$ cat src/rtl/leaf_out_arbiter.sv
// Leaf output stage: round-robin arbitration of user streams into BFT packets, gated by per-port credits.
// Optional build macro LEAF_OUT_RESEND_EN: resend blocks grants and blanks dout while high.
module leaf_out_arbiter #(
    parameter int PACKET_BITS           = 49,
    parameter int PAYLOAD_BITS          = 32,
    parameter int NUM_LEAF_BITS         = 5,
    parameter int NUM_PORT_BITS         = 4,
    parameter int NUM_ADDR_BITS         = 7,
    parameter int NUM_OUT_PORTS         = 1,
    parameter int NUM_BRAM_ADDR_BITS    = 7,
    parameter int FREESPACE_UPDATE_SIZE = 64
) (
    input  logic                                    clk,
    input  logic                                    reset,
    input  logic [PACKET_BITS-1:0]                  din_leaf_bft2interface,
    output logic [PACKET_BITS-1:0]                  dout_leaf_interface2bft,
    input  logic                                    resend,
    input  logic [NUM_OUT_PORTS*PAYLOAD_BITS-1:0]   din_leaf_user2interface,
    input  logic [NUM_OUT_PORTS-1:0]                vld_user2interface,
    output logic [NUM_OUT_PORTS-1:0]                ack_interface2user
);

    localparam int CRED_W       = NUM_BRAM_ADDR_BITS + 1;
    localparam int CRED_MAX     = 1 << NUM_BRAM_ADDR_BITS;
    localparam int ADDR_LSB     = PAYLOAD_BITS;
    localparam int PORT_LSB     = PAYLOAD_BITS + NUM_ADDR_BITS;
    localparam int LEAF_LSB     = PORT_LSB + NUM_PORT_BITS;
    localparam int CFG_PORT_LSB = NUM_PORT_BITS;
    localparam int CFG_LEAF_LSB = 2 * NUM_PORT_BITS;
    localparam int CFG_TOP      = CFG_LEAF_LSB + NUM_LEAF_BITS;

    function automatic logic [CRED_W-1:0] sat_credit(input int value);
        if (value > CRED_MAX) return CRED_W'(CRED_MAX);
        return CRED_W'(value);
    endfunction

    function automatic logic [NUM_ADDR_BITS-1:0] fit_addr(input logic [NUM_BRAM_ADDR_BITS-1:0] w);
        return NUM_ADDR_BITS'(w);
    endfunction

    logic [NUM_LEAF_BITS-1:0]      leaf_tab [NUM_OUT_PORTS];
    logic [NUM_PORT_BITS-1:0]      port_tab [NUM_OUT_PORTS];
    logic [CRED_W-1:0]             credit   [NUM_OUT_PORTS];
    logic [NUM_BRAM_ADDR_BITS-1:0] waddr    [NUM_OUT_PORTS];
    logic [NUM_OUT_PORTS-1:0]      cfg_vld;
    logic [NUM_PORT_BITS-1:0]      rr_ptr;

    logic                          pkt_vld, is_cfg, is_cred;
    logic [NUM_PORT_BITS-1:0]      pkt_port, pkt_k, cfg_port;
    logic [NUM_LEAF_BITS-1:0]      cfg_leaf;
    logic [PAYLOAD_BITS-1:0]       pkt_payload;
    logic                          send_ok;
    logic                          unused_bits;

    assign pkt_vld     = din_leaf_bft2interface[PACKET_BITS-1];
    assign pkt_port    = din_leaf_bft2interface[PORT_LSB +: NUM_PORT_BITS];
    assign pkt_payload = din_leaf_bft2interface[PAYLOAD_BITS-1:0];
    assign pkt_k       = pkt_payload[NUM_PORT_BITS-1:0];
    assign cfg_port    = pkt_payload[CFG_PORT_LSB +: NUM_PORT_BITS];
    assign cfg_leaf    = pkt_payload[CFG_LEAF_LSB +: NUM_LEAF_BITS];
    assign is_cfg      = pkt_vld && (pkt_port == '0);
    assign is_cred     = pkt_vld && (pkt_port == NUM_PORT_BITS'(1));
    assign unused_bits = ^{resend, din_leaf_bft2interface[LEAF_LSB +: NUM_LEAF_BITS],
                           din_leaf_bft2interface[ADDR_LSB +: NUM_ADDR_BITS],
                           pkt_payload[PAYLOAD_BITS-1:CFG_TOP]};

`ifdef LEAF_OUT_RESEND_EN
    assign send_ok = ~resend;
`else
    assign send_ok = 1'b1;
`endif

    // Stage p0: eligibility, round-robin pick and packet assembly
    logic [NUM_OUT_PORTS-1:0] elig, gnt;
    logic                     found_hi, found_lo, grant_vld;
    logic [NUM_PORT_BITS-1:0] hi_idx, lo_idx, grant_idx;
    logic [PACKET_BITS-1:0]   pkt_p0, pkt_p1;

    always_comb begin
        for (int i = 0; i < NUM_OUT_PORTS; i++)
            elig[i] = vld_user2interface[i] & cfg_vld[i] & (credit[i] != '0) & send_ok;
    end

    // Prefer the lowest eligible port at or above rr_ptr, otherwise wrap to the lowest overall.
    always_comb begin
        found_hi = 1'b0;
        found_lo = 1'b0;
        hi_idx   = '0;
        lo_idx   = '0;
        for (int i = 0; i < NUM_OUT_PORTS; i++) begin
            if (elig[i] && !found_lo) begin
                found_lo = 1'b1;
                lo_idx   = NUM_PORT_BITS'(i);
            end
            if (elig[i] && !found_hi && (NUM_PORT_BITS'(i) >= rr_ptr)) begin
                found_hi = 1'b1;
                hi_idx   = NUM_PORT_BITS'(i);
            end
        end
        grant_vld = found_lo;
        grant_idx = found_hi ? hi_idx : lo_idx;
    end

    always_comb begin
        pkt_p0 = '0;
        for (int i = 0; i < NUM_OUT_PORTS; i++) begin
            gnt[i] = grant_vld && (grant_idx == NUM_PORT_BITS'(i));
            if (gnt[i])
                pkt_p0 = {1'b1, leaf_tab[i], port_tab[i], fit_addr(waddr[i]),
                          din_leaf_user2interface[i*PAYLOAD_BITS +: PAYLOAD_BITS]};
        end
    end

    assign ack_interface2user = reset ? '0 : gnt;

    // Stage p1: registered packet and per-port bookkeeping
    always_ff @(posedge clk or posedge reset) begin
        if (reset) begin
            pkt_p1  <= '0;
            rr_ptr  <= '0;
            cfg_vld <= '0;
            for (int i = 0; i < NUM_OUT_PORTS; i++) begin
                leaf_tab[i] <= '0;
                port_tab[i] <= '0;
                credit[i]   <= '0;
                waddr[i]    <= '0;
            end
        end else begin
            pkt_p1 <= pkt_p0;
            if (grant_vld)
                rr_ptr <= (int'(grant_idx) == NUM_OUT_PORTS - 1) ? '0 : grant_idx + NUM_PORT_BITS'(1);
            for (int i = 0; i < NUM_OUT_PORTS; i++) begin
                if (is_cfg && (pkt_k == NUM_PORT_BITS'(i))) begin
                    leaf_tab[i] <= cfg_leaf;
                    port_tab[i] <= cfg_port;
                    cfg_vld[i]  <= 1'b1;
                    credit[i]   <= CRED_W'(CRED_MAX);
                    waddr[i]    <= '0;
                end else begin
                    credit[i] <= sat_credit(int'(credit[i])
                                 + ((is_cred && (pkt_k == NUM_PORT_BITS'(i))) ? FREESPACE_UPDATE_SIZE : 0)
                                 - (gnt[i] ? 1 : 0));
                    if (gnt[i])
                        waddr[i] <= waddr[i] + NUM_BRAM_ADDR_BITS'(1);
                end
            end
        end
    end

`ifdef LEAF_OUT_RESEND_EN
    assign dout_leaf_interface2bft = resend ? '0 : pkt_p1;
`else
    assign dout_leaf_interface2bft = pkt_p1;
`endif

endmodule

$ cat config.mk
export PLATFORM = sky130hd
export DESIGN_NAME = leaf_out_arbiter
export DESIGN_NICKNAME = d
export VERILOG_FILES = /design/src/rtl/leaf_out_arbiter.sv
export SDC_FILE = /design/constraint.sdc
export NUM_CORES = 1
export LEC_CHECK = 0
export BUFFER_PORTS_ARGS = -buffer_cell sky130_fd_sc_hd__buf_4
export CORE_ASPECT_RATIO = 1.25
export CORE_MARGIN = 2
export CORE_UTILIZATION = 38
export DETAILED_ROUTE_END_ITERATION = 8
export MAX_ROUTING_LAYER = met4
export PLACE_DENSITY = 0.68
export SLEW_MARGIN = 10
export SYNTH_ARGS = -nofsm -noshare
export SYNTH_HDL_FRONTEND = slang
export SYNTH_SLANG_ARGS = --single-unit
export TNS_END_PERCENT = 5
$ cat constraint.sdc
create_clock -name clk -period 4.05 [get_ports clk]
set_input_delay 0.2025 -clock clk [delete_from_list [all_inputs] [get_ports clk]]
set_output_delay 0.2025 -clock clk [all_outputs]
set_load 0.05 [all_outputs]
Word level (Yosys, flattened, before mapping). Cells that the tools add are included.

Word-level logic and storage cells: 33. Output and inout bits: 50. Input port bits: 85. Register bits after elaboration: 74.

Multiplexer cells: 12. Add/sub/neg operators: 3. Equal/unequal tests: 1. Order comparisons: 1. Bitwise operators: 2. Reduce and logical (&&, ||, !) cells: 8.

Operators with widths (number): two-way mux 49 bit (1); two-way mux 8 bit (3); two-way mux 7 bit (3); greater-than comparator 10 x 9 -> 1 bit, second input constant (1); subtractor 9 x 1 -> 10 bit (1); adder 8 x 7 -> 9 bit (1); zero test 4 bit (2); nonzero test 8 bit (1); adder 7 x 1 -> 7 bit, second input constant (1); two-way mux 1 bit (5); equality test 4 x 1 -> 1 bit, second input constant (1); logical AND 1 bit (4); bitwise AND 1 bit (2); nonzero test 2 bit (1).

Longest topological paths before layout. Gate-level depths: netlist of the first run.

Depth after elaboration: 11. Mapped depth: 13. Gate-level depth less buffers: 12.

Worst setup path before layout of the first run. Ideal clock, no wire load.

Path type: reg-to-reg. From: reg credit[4] (netlist name). To: reg credit[0] (netlist name). Clock period less this slack: 2955 ps. Buffers on the path: 1. Library setup time: 122 ps. Setup slack: 1095 ps. Arrival: 2833 ps. Stages on the path, launching flop included: 13. Data required time: 3928 ps. Cells stage by stage: dfrtp_1 -> inv_1 -> ha_1 -> a31oi_1 -> clkbuf_1 -> ha_1 -> inv_1 -> ha_1 -> fa_1 -> xnor2_1 -> nor4b_2 -> o2111ai_4 -> a2111oi_1.

Word-level cells in the longest chain between the ends: 10. Elaborated cells on any way between the ends: 11. Those cells by class: add/sub: 2; order compare: 1; mux: 6; bitwise: 1; reduce/logical: 1.

RTL lines: from (decl) (RTL line 43) `logic [CRED_W-1:0] credit [NUM_OUT_PORTS];`; from (signal, indexed assignment) (RTL line 137) `credit[i] <= CRED_W'(CRED_MAX);`; from (signal, indexed assignment) (RTL line 140) `credit[i] <= sat_credit(int'(credit[i])`; nonzero test 8 bit * (RTL line 81) `elig[i] = vld_user2interface[i] & cfg_vld[i] & (credit[i] != '0) & send_ok;`; bitwise AND 1 bit * (RTL line 81); net elig (RTL line 74) `logic [NUM_OUT_PORTS-1:0] elig, gnt;`; two-way mux 1 bit * (RTL line 91) `if (elig[i] && !found_lo) begin`; two-way mux 1 bit * (RTL line 142) `- (gnt[i] ? 1 : 0));`; subtractor 9 x 1 -> 10 bit * (RTL line 142); greater-than comparator 10 x 9 -> 1 bit (RTL line 33) `if (value > CRED_MAX) return CRED_W'(CRED_MAX);`; two-way mux 1 bit (RTL line 33); two-way mux 1 bit (RTL line 133) `if (is_cfg && (pkt_k == NUM_PORT_BITS'(i))) begin`; two-way mux 8 bit * (RTL line 34) `return CRED_W'(value);`; two-way mux 8 bit * (RTL line 133).

Mark *: on every way through the listed nets, which the timed path passes. The rest lies on a longest branch. The select of a mux whose other input is x is not followed. A chain may end at the register's enable or synchronous reset.

Worst setup path after layout of the first run.
From: reg credit[1] (netlist name). To: reg credit[0] (netlist name).

Word-level cells in the longest chain between the ends: 10. Elaborated cells on any way between the ends: 11. Those cells by class: add/sub: 2; order compare: 1; mux: 6; bitwise: 1; reduce/logical: 1.

RTL lines (RTL line): branches (longest 4 deep; another with adder 8 x 7 -> 9 bit); subtractor 9 x 1 -> 10 bit * (142); greater-than comparator 10 x 9 -> 1 bit (33); two-way mux 1 bit (33); two-way mux 1 bit (133); two-way mux 8 bit * (34); two-way mux 8 bit * (133).

Every way passes the cells marked *. The select of a mux whose other input is x is not followed.

==> results.cfg, run 1 <==
[status]
status = complete, no violations

[cells_and_area]
utilization = 0.519
n_antenna_cell = 0
fin_cells = 477
fill_cells = 719
drive_above_1_share = 0.355
nets = 475
area.growth.synth_to_final_pct = 34.6

[timing]
finalCriticalPeriod_ns = 3.19
fmax_mhz = 314
worstMarginPinSlew_ns = 0.901
timing.final.crit_share = 0.787
whs_ns = 0.0454
fin_worst_skew_ns = 0.00602
rsz0062_at_grt = no
maxSlewViolCount = 0
finalSetupViolCount = 0
finalHoldViolCount = 0
slew_headroom = 0.399
tns_ns = 0

[grt]
grt_pass1_vias = 2237
grt_usage = 0.147
grt_start_max_net_pins = 75
globalRouteOverflowTotal = 0
antenna_found_initial = 0
grt_pass1_wl_um = 10100

[logic_synthesis]
synth_area_leaders = dfrtp_1 59%, and2_1 9.8%, ha_1 5.6%
yosysWarningCount = 0
synth_top_area_share = 0.590
avgSynthCellArea_sq_um = 11.7
syn_nets = 368
synth-seq-cells = 74
synth-edff-count = 0
synth_area_sq_um = 3140
ys_seq_area_frac = 0.590
ys_async_sr_fraction = 1.00
synth_cells = 268
synth_area_leader_cell = dfrtp_1
ys.flop_type = dfrtp_1
synthDistinctLibCells = 46

[placed_design]
gp_congestion = 0.798
dpl.hpwl_um = 4440
dp_cells = 461
port_buffers = 102

[detailed_routing]
first_pass_iters = 6
drt-initial-drc-count = 67
wl_per_cell_um = 13.1
routed_wl_um = 6230
wl_met3_um = 269
route.met2.wl_um = 3400
vias_per_cell = 4.64
top_layer = met4
vias = 2212
drc = 0
route.layer.met1.wl_um = 2430
ant_nets = 0

[worst_setup_path]
critPathKind = reg -> reg
setup.worst_path.end_class = flip-flop
cp.arrival_ns = 3.39
cp-start-kind = flip-flop
worstSetupStartpoint = credit[1]
rr_startpoint = credit[1]
worstPathMaxFanout = 7
reg2reg_depth = 11
cp.required_ns = 4.25

[clock_network]
ctsLongestPathBuffers = 2
cts.repair.resized = 0
cts_hold_buf = 0
cts_buffers = 9
root_buffer = clkbuf_8
htreeDepth = 3
postCtsSetupRepairBufs = 0
cts.sinks = 74
cts_tree = built
clock_latency_ns = 0.34
clkSlewWorstSetupHoldPaths_ns = 0.07

[hold_path]
hp-class = in -> reg
worstHoldPathCells = 3
min_from = din_leaf_bft2interface[10]

[floorplan]
start_util = 0.385
rows = 37
die_w_um = 85.3
io-pin-count = 135
core_sq_um = 8150
dieArea_sq_um = 9010
die_h_um = 106

[pwr]
power_frac_comb = 0.376
ir_worst_vdd_mv = 0.242
powerDensity_nw_per_um2 = 532
power_w = 0.00225
clkPwrFrac = 0.256
swShare = 0.345
seqPwrFrac = 0.368
leakage_nw = 2.23
p_int_w = 0.00147
switchingPower_w = 0.000775

[run]
drv_cap = 0
-- cells in the mapped netlist, types with 2 or more instances --
library cell	number
a2111oi_1	3
a211oi_1	4
a21oi_1	4
a31oi_1	2
and2_1	49
and3_1	2
clkbuf_1	8
dfrtp_1	74
ha_1	14
inv_1	13
nand2_1	35
nand2b_1	2
nand4_1	3
nor2_1	12
nor2b_1	2
nor4_1	3
o211ai_1	2
o21ai_0	2
xnor2_1	2
xor2_1	6
-- area by class of cell --
class	count	area (sq um)	share of cell area
timing repair buffer	105	788	0.186
multi-input combinational	172	1210	0.287
clock buffer	11	151	0.0358
inverter	13	48.8	0.0115
clock inverter	5	52.6	0.0124
sequential	74	1850	0.438
tap	97	121	0.0287
-- critical path, cell delays in order (launching register included) --
cell,delay (ns)
dfrtp_1,0.44
nor4_1,0.50
a31oi_4,0.14
ha_1,0.19
inv_1,0.05
ha_1,0.21
fa_1,0.25
nand2b_2,0.10
a2111oi_4,0.43
o21ai_1,0.15
nor3_2,0.42
a2111oi_1,0.16
-- cell families (layout without fill, tap and decap cells) --
group | Yosys count | count (layout) | synth area share
AOI/OAI and AO/OA | 24 | 24 | 0.0669
xor gates and xnor gates | 9 | 9 | 0.0311
DFF | 74 | 74 | 0.590
muxes | 2 | 2 | 0.00757
buffers and inverters | 22 | 134 | 0.0287
adders and majority gates | 15 | 15 | 0.0622
and+or+nand+nor | 122 | 122 | 0.214
-- placed cells by master, fill, tap and decap left out, types with 2 or more instances in the layout --
master     instances
a2111oi_1          3
a211oi_1           4
a21oi_1            4
and2_1            49
and3_1             2
buf_4            105
clkbuf_8          11
clkinv_2           3
dfrtp_1           74
ha_1              14
inv_1             12
nand2_1           35
nand2b_1           2
nand4_1            3
nor2_1            12
nor2b_1            2
nor4_1             3
o211ai_1           2
o21ai_0            2
xnor2_1            2
xor2_1             6
-- sequential cells by signal, indices dropped and copies added, names as in the netlist --
signal,flops
leaf_tab,5
credit,8
port_tab,4
cfg_vld,1
dout_leaf_interface2bft,49
waddr,7
-- per-layer routing --
layer	vias to the layer above	track usage
met3	8	0.0470
li1	1091	-
met2	46	0.247
met4	0	0.0680
met1	1067	0.156
met5	-	-
-- power by group through the flow --
stage	clock, W	sequential (W)	combinational [W]
after detailed placement	0	0.000842	0.000847
after global placement	0	0.000840	0.000828
after CTS	0.000597	0.000828	0.000851
after global routing	0.000627	0.000834	0.000931
final	0.000576	0.000828	0.000845
after floorplan	0	0.000877	0.000617
-- stage by stage --
| stage | instance area (sq um) | setup WS [ns] |
|---|---|---|
| 2_1_floorplan | 3140 | 1.10 |
| 3_3_place_gp | 4020 | 0.876 |
| 3_5_place_dp | 4020 | 0.820 |
| 4_1_cts | 4230 | 0.796 |
| 5_1_grt | 4230 | 0.615 |
| 6_report | 4230 | 0.864 |
-- worst paths after layout --
path / end / slack, ns
worst max-delay path: credit[0] / 0.86
worst min register to register: port_tab[2] / 0.47
worst min-delay path: leaf_tab[2] / 0.05
worst max register to register: credit[0] / 0.86
min in group asynchronous: dout_leaf_interface2bft[6] / 0.16
max in group asynchronous: waddr[3] / 3.32
Note: power is estimated with default switching activity, not from simulation.
==> run 2: changes to the inputs <==
Settings changed: ABC_AREA from default to 1, PLACE_DENSITY 0.68 to 0.71.
Clock period 4.05 ns to 2.9 ns, I/O delays scaled along.
==> results.cfg, run 2 <==
[worst_setup_path]
setup.worst_path.end_class = flip-flop
cp.arrival_ns = 3.12
cp_top_family = simple AND/OR/NAND/NOR gates
cp.required_ns = 3.13
cp_num_buf_inv = 3
critPathKind = reg -> reg
worstPathMaxFanout = 8
slowest_stage = fa_1
reg2reg_depth = 20
slowest_delay_ns = 0.43
path_cells = inv_2 > ha_4 > nand2_4 > nor3_2 > nand3_1 > nand3_2 > inv_2 > ha_4 > inv_2 > ha_4 > fa_1 > nand3b_1 > nor2_1 > nand3_1 > nor2_1 > nand2_1 > nand2_4 > nand2_8 > nand2_2 > nand2_1
cp-start-kind = flip-flop
path_depth = 20

[cells_and_area]
largest_reg_flops = 49
utilization = 0.548
seqCellArea_sq_um = 1850
final_cell_mix = 113 x buf_4, 74 x dfrtp_1, 61 x inv_1, 61 x nor2_1, 49 x nand2_1
nets = 565
area.growth.synth_to_final_pct = 41.1
multi_input_area_sq_um = 1090
layout_commonest_cell = buf_4
fill_cells = 720
n_antenna_cell = 0
drive_above_1_share = 0.345

[logic_synthesis]
synth-edff-count = 0
synth_area_sq_um = 3160
ys_seq_area_frac = 0.585
synth_commonest_cells = 74 x dfrtp_1, 67 x inv_1, 61 x nor2_1, 51 x nand2_1, 19 x nand3_1
synth_area_leader_cell = dfrtp_1
synth_top_area_share = 0.585
syn_nets = 444
synthDistinctLibCells = 27
avgSynthCellArea_sq_um = 9.20
ys.flop_type = dfrtp_1
ys_async_sr_fraction = 1.00
synth_area_leaders = dfrtp_1 59%, inv_1 7.9%, nor2_1 7.2%
synth.most_common_cell = dfrtp_1
synth_cells = 344
yosysWarningCount = 0
synth-seq-cells = 74

[placed_design]
port_buffers = 102
dpl.hpwl_um = 4740
gp_congestion = 0.803

[detailed_routing]
vias = 2550
drt-initial-drc-count = 88
first_pass_iters = 4
drc = 0
wl_per_cell_um = 11.8
routed_wl_um = 6680
ant_nets = 0
vias_per_cell = 4.50

[clock_network]
clock_latency_ns = 0.34
cts_tree = built
ctsLongestPathBuffers = 2
htreeDepth = 3
clkSlewWorstSetupHoldPaths_ns = 0.08
cts.sinks = 74
cts_buffers = 9
root_buffer = clkbuf_8

[timing]
finalSetupViolCount = 0
slew_headroom = 0.381
fmax_mhz = 346
fin_worst_skew_ns = 0.0117
rsz0062_at_grt = yes
finalHoldViolCount = 18
timing.final.crit_share = 0.997
finalCriticalPeriod_ns = 2.89
worstMarginPinSlew_ns = 0.927
maxSlewViolCount = 0
whs_ns = -0.0210
tns_ns = 0

[grt]
grt_pass1_vias = 2521
grt_usage = 0.154
grt_pass1_wl_um = 10800
antenna_found_initial = 0
globalRouteOverflowTotal = 0
grt_start_max_net_pins = 56

[pwr]
switchingPower_w = 0.00135
powerDensity_nw_per_um2 = 809
seqPwrFrac = 0.340
swShare = 0.374
ir_worst_vdd_mv = 0.546
leakage_nw = 2.56
clkPwrFrac = 0.247
p_int_w = 0.00226
power_frac_comb = 0.414

[status]
violations = hold timing
status = complete, but fails checks

[floorplan]
rows = 37
io-pin-count = 135
dieArea_sq_um = 9080
start_util = 0.388
core_sq_um = 8150
die_h_um = 106
die_w_um = 85.6

[run]
drv_cap = 0

[hold_path]
hp-class = in -> async
==> run 2: worst paths after layout <==
kind,startpoint,slack [ns],to
setup / recovery,credit[5],0.008,credit[7]
hold / removal,reset,-0.02,dout_leaf_interface2bft[3]
setup reg to reg,credit[5],0.008,credit[7]
hold reg to reg,leaf_tab[2],0.49,dout_leaf_interface2bft[45]
max in group asynchronous,reset,2.20,dout_leaf_interface2bft[17]
min in group clk,din_leaf_user2interface[13],0.01,dout_leaf_interface2bft[13]
==> run 2: what timing repair did <==
action,4_1_cts,5_1_grt
hold buffers,4,1
gates resized for setup,2,21
pin swaps,0,15
hold endpoints to repair,4,1
endpoints found under the setup margin,8,8
setup buffers,0,6
==> run 2: final cells by class <==
type	instances	share of cell area
multi-input cells	190	0.245
repair buffers	118	0.201
inverters	72	0.0608
clock buffers	12	0.0347
well taps	97	0.0272
flip-flops and latches	74	0.415
clock inverters	4	0.0165
==> run 2: per-stage QoR <==
step                hold slack (ns)  instance area, sq um  power (W)  worst slack (ns)  cells
floorplan                     0.251                  3160    0.00221             0.242    344
global placement              0.357                  4050    0.00248            0.0840    540
detailed placement            0.358                  4050    0.00252           -0.0431    540
CTS                      0.00000897                  4320    0.00343            0.0198    560
global route                0.00340                  4470    0.00389            -0.221    567
finish                      -0.0210                  4470    0.00361           0.00835    567
==> run 2: kinds of logic after synthesis <==
logic type	Yosys count	share of synthesized area
and+or+nand+nor	144	0.195
buffers and inverters	80	0.0985
DFF	74	0.585
adders and majority gates	15	0.0617
xor gates and xnor gates	4	0.0111
AOI/OAI and AO/OA	27	0.0486
==> run 2: worst reg2reg max path, stage by stage, from the launching register on <==
cell      delay (ns)
dfrtp_1         0.39
inv_2           0.09
ha_4            0.15
nand2_4         0.05
nor3_2          0.18
nand3_1         0.12
nand3_2         0.10
inv_2           0.06
ha_4            0.16
inv_2           0.06
ha_4            0.14
fa_1            0.43
nand3b_1        0.18
nor2_1          0.09
nand3_1         0.07
nor2_1          0.12
nand2_1         0.11
nand2_4         0.11
nand2_8         0.08
nand2_2         0.06
nand2_1         0.06
==> run 2: layer usage <==
layer / part of all wire / vias up / track usage
met5: 0 / - / -
met4: 0.015 / 0 / 0.0578
met3: 0.063 / 9 / 0.0396
met2: 0.54 / 70 / 0.265
met1: 0.39 / 1203 / 0.171
li1: - / 1268 / -
==> run 2: power groups by stage <==
stage	Sequential, W	Clock [W]	Combinational (W)
after floorplan	0.00132	0	0.000890
final	0.00123	0.000891	0.00150
after global placement	0.00124	0	0.00124
after global routing	0.00124	0.000962	0.00169
after detailed placement	0.00125	0	0.00128
after CTS	0.00123	0.000912	0.00129
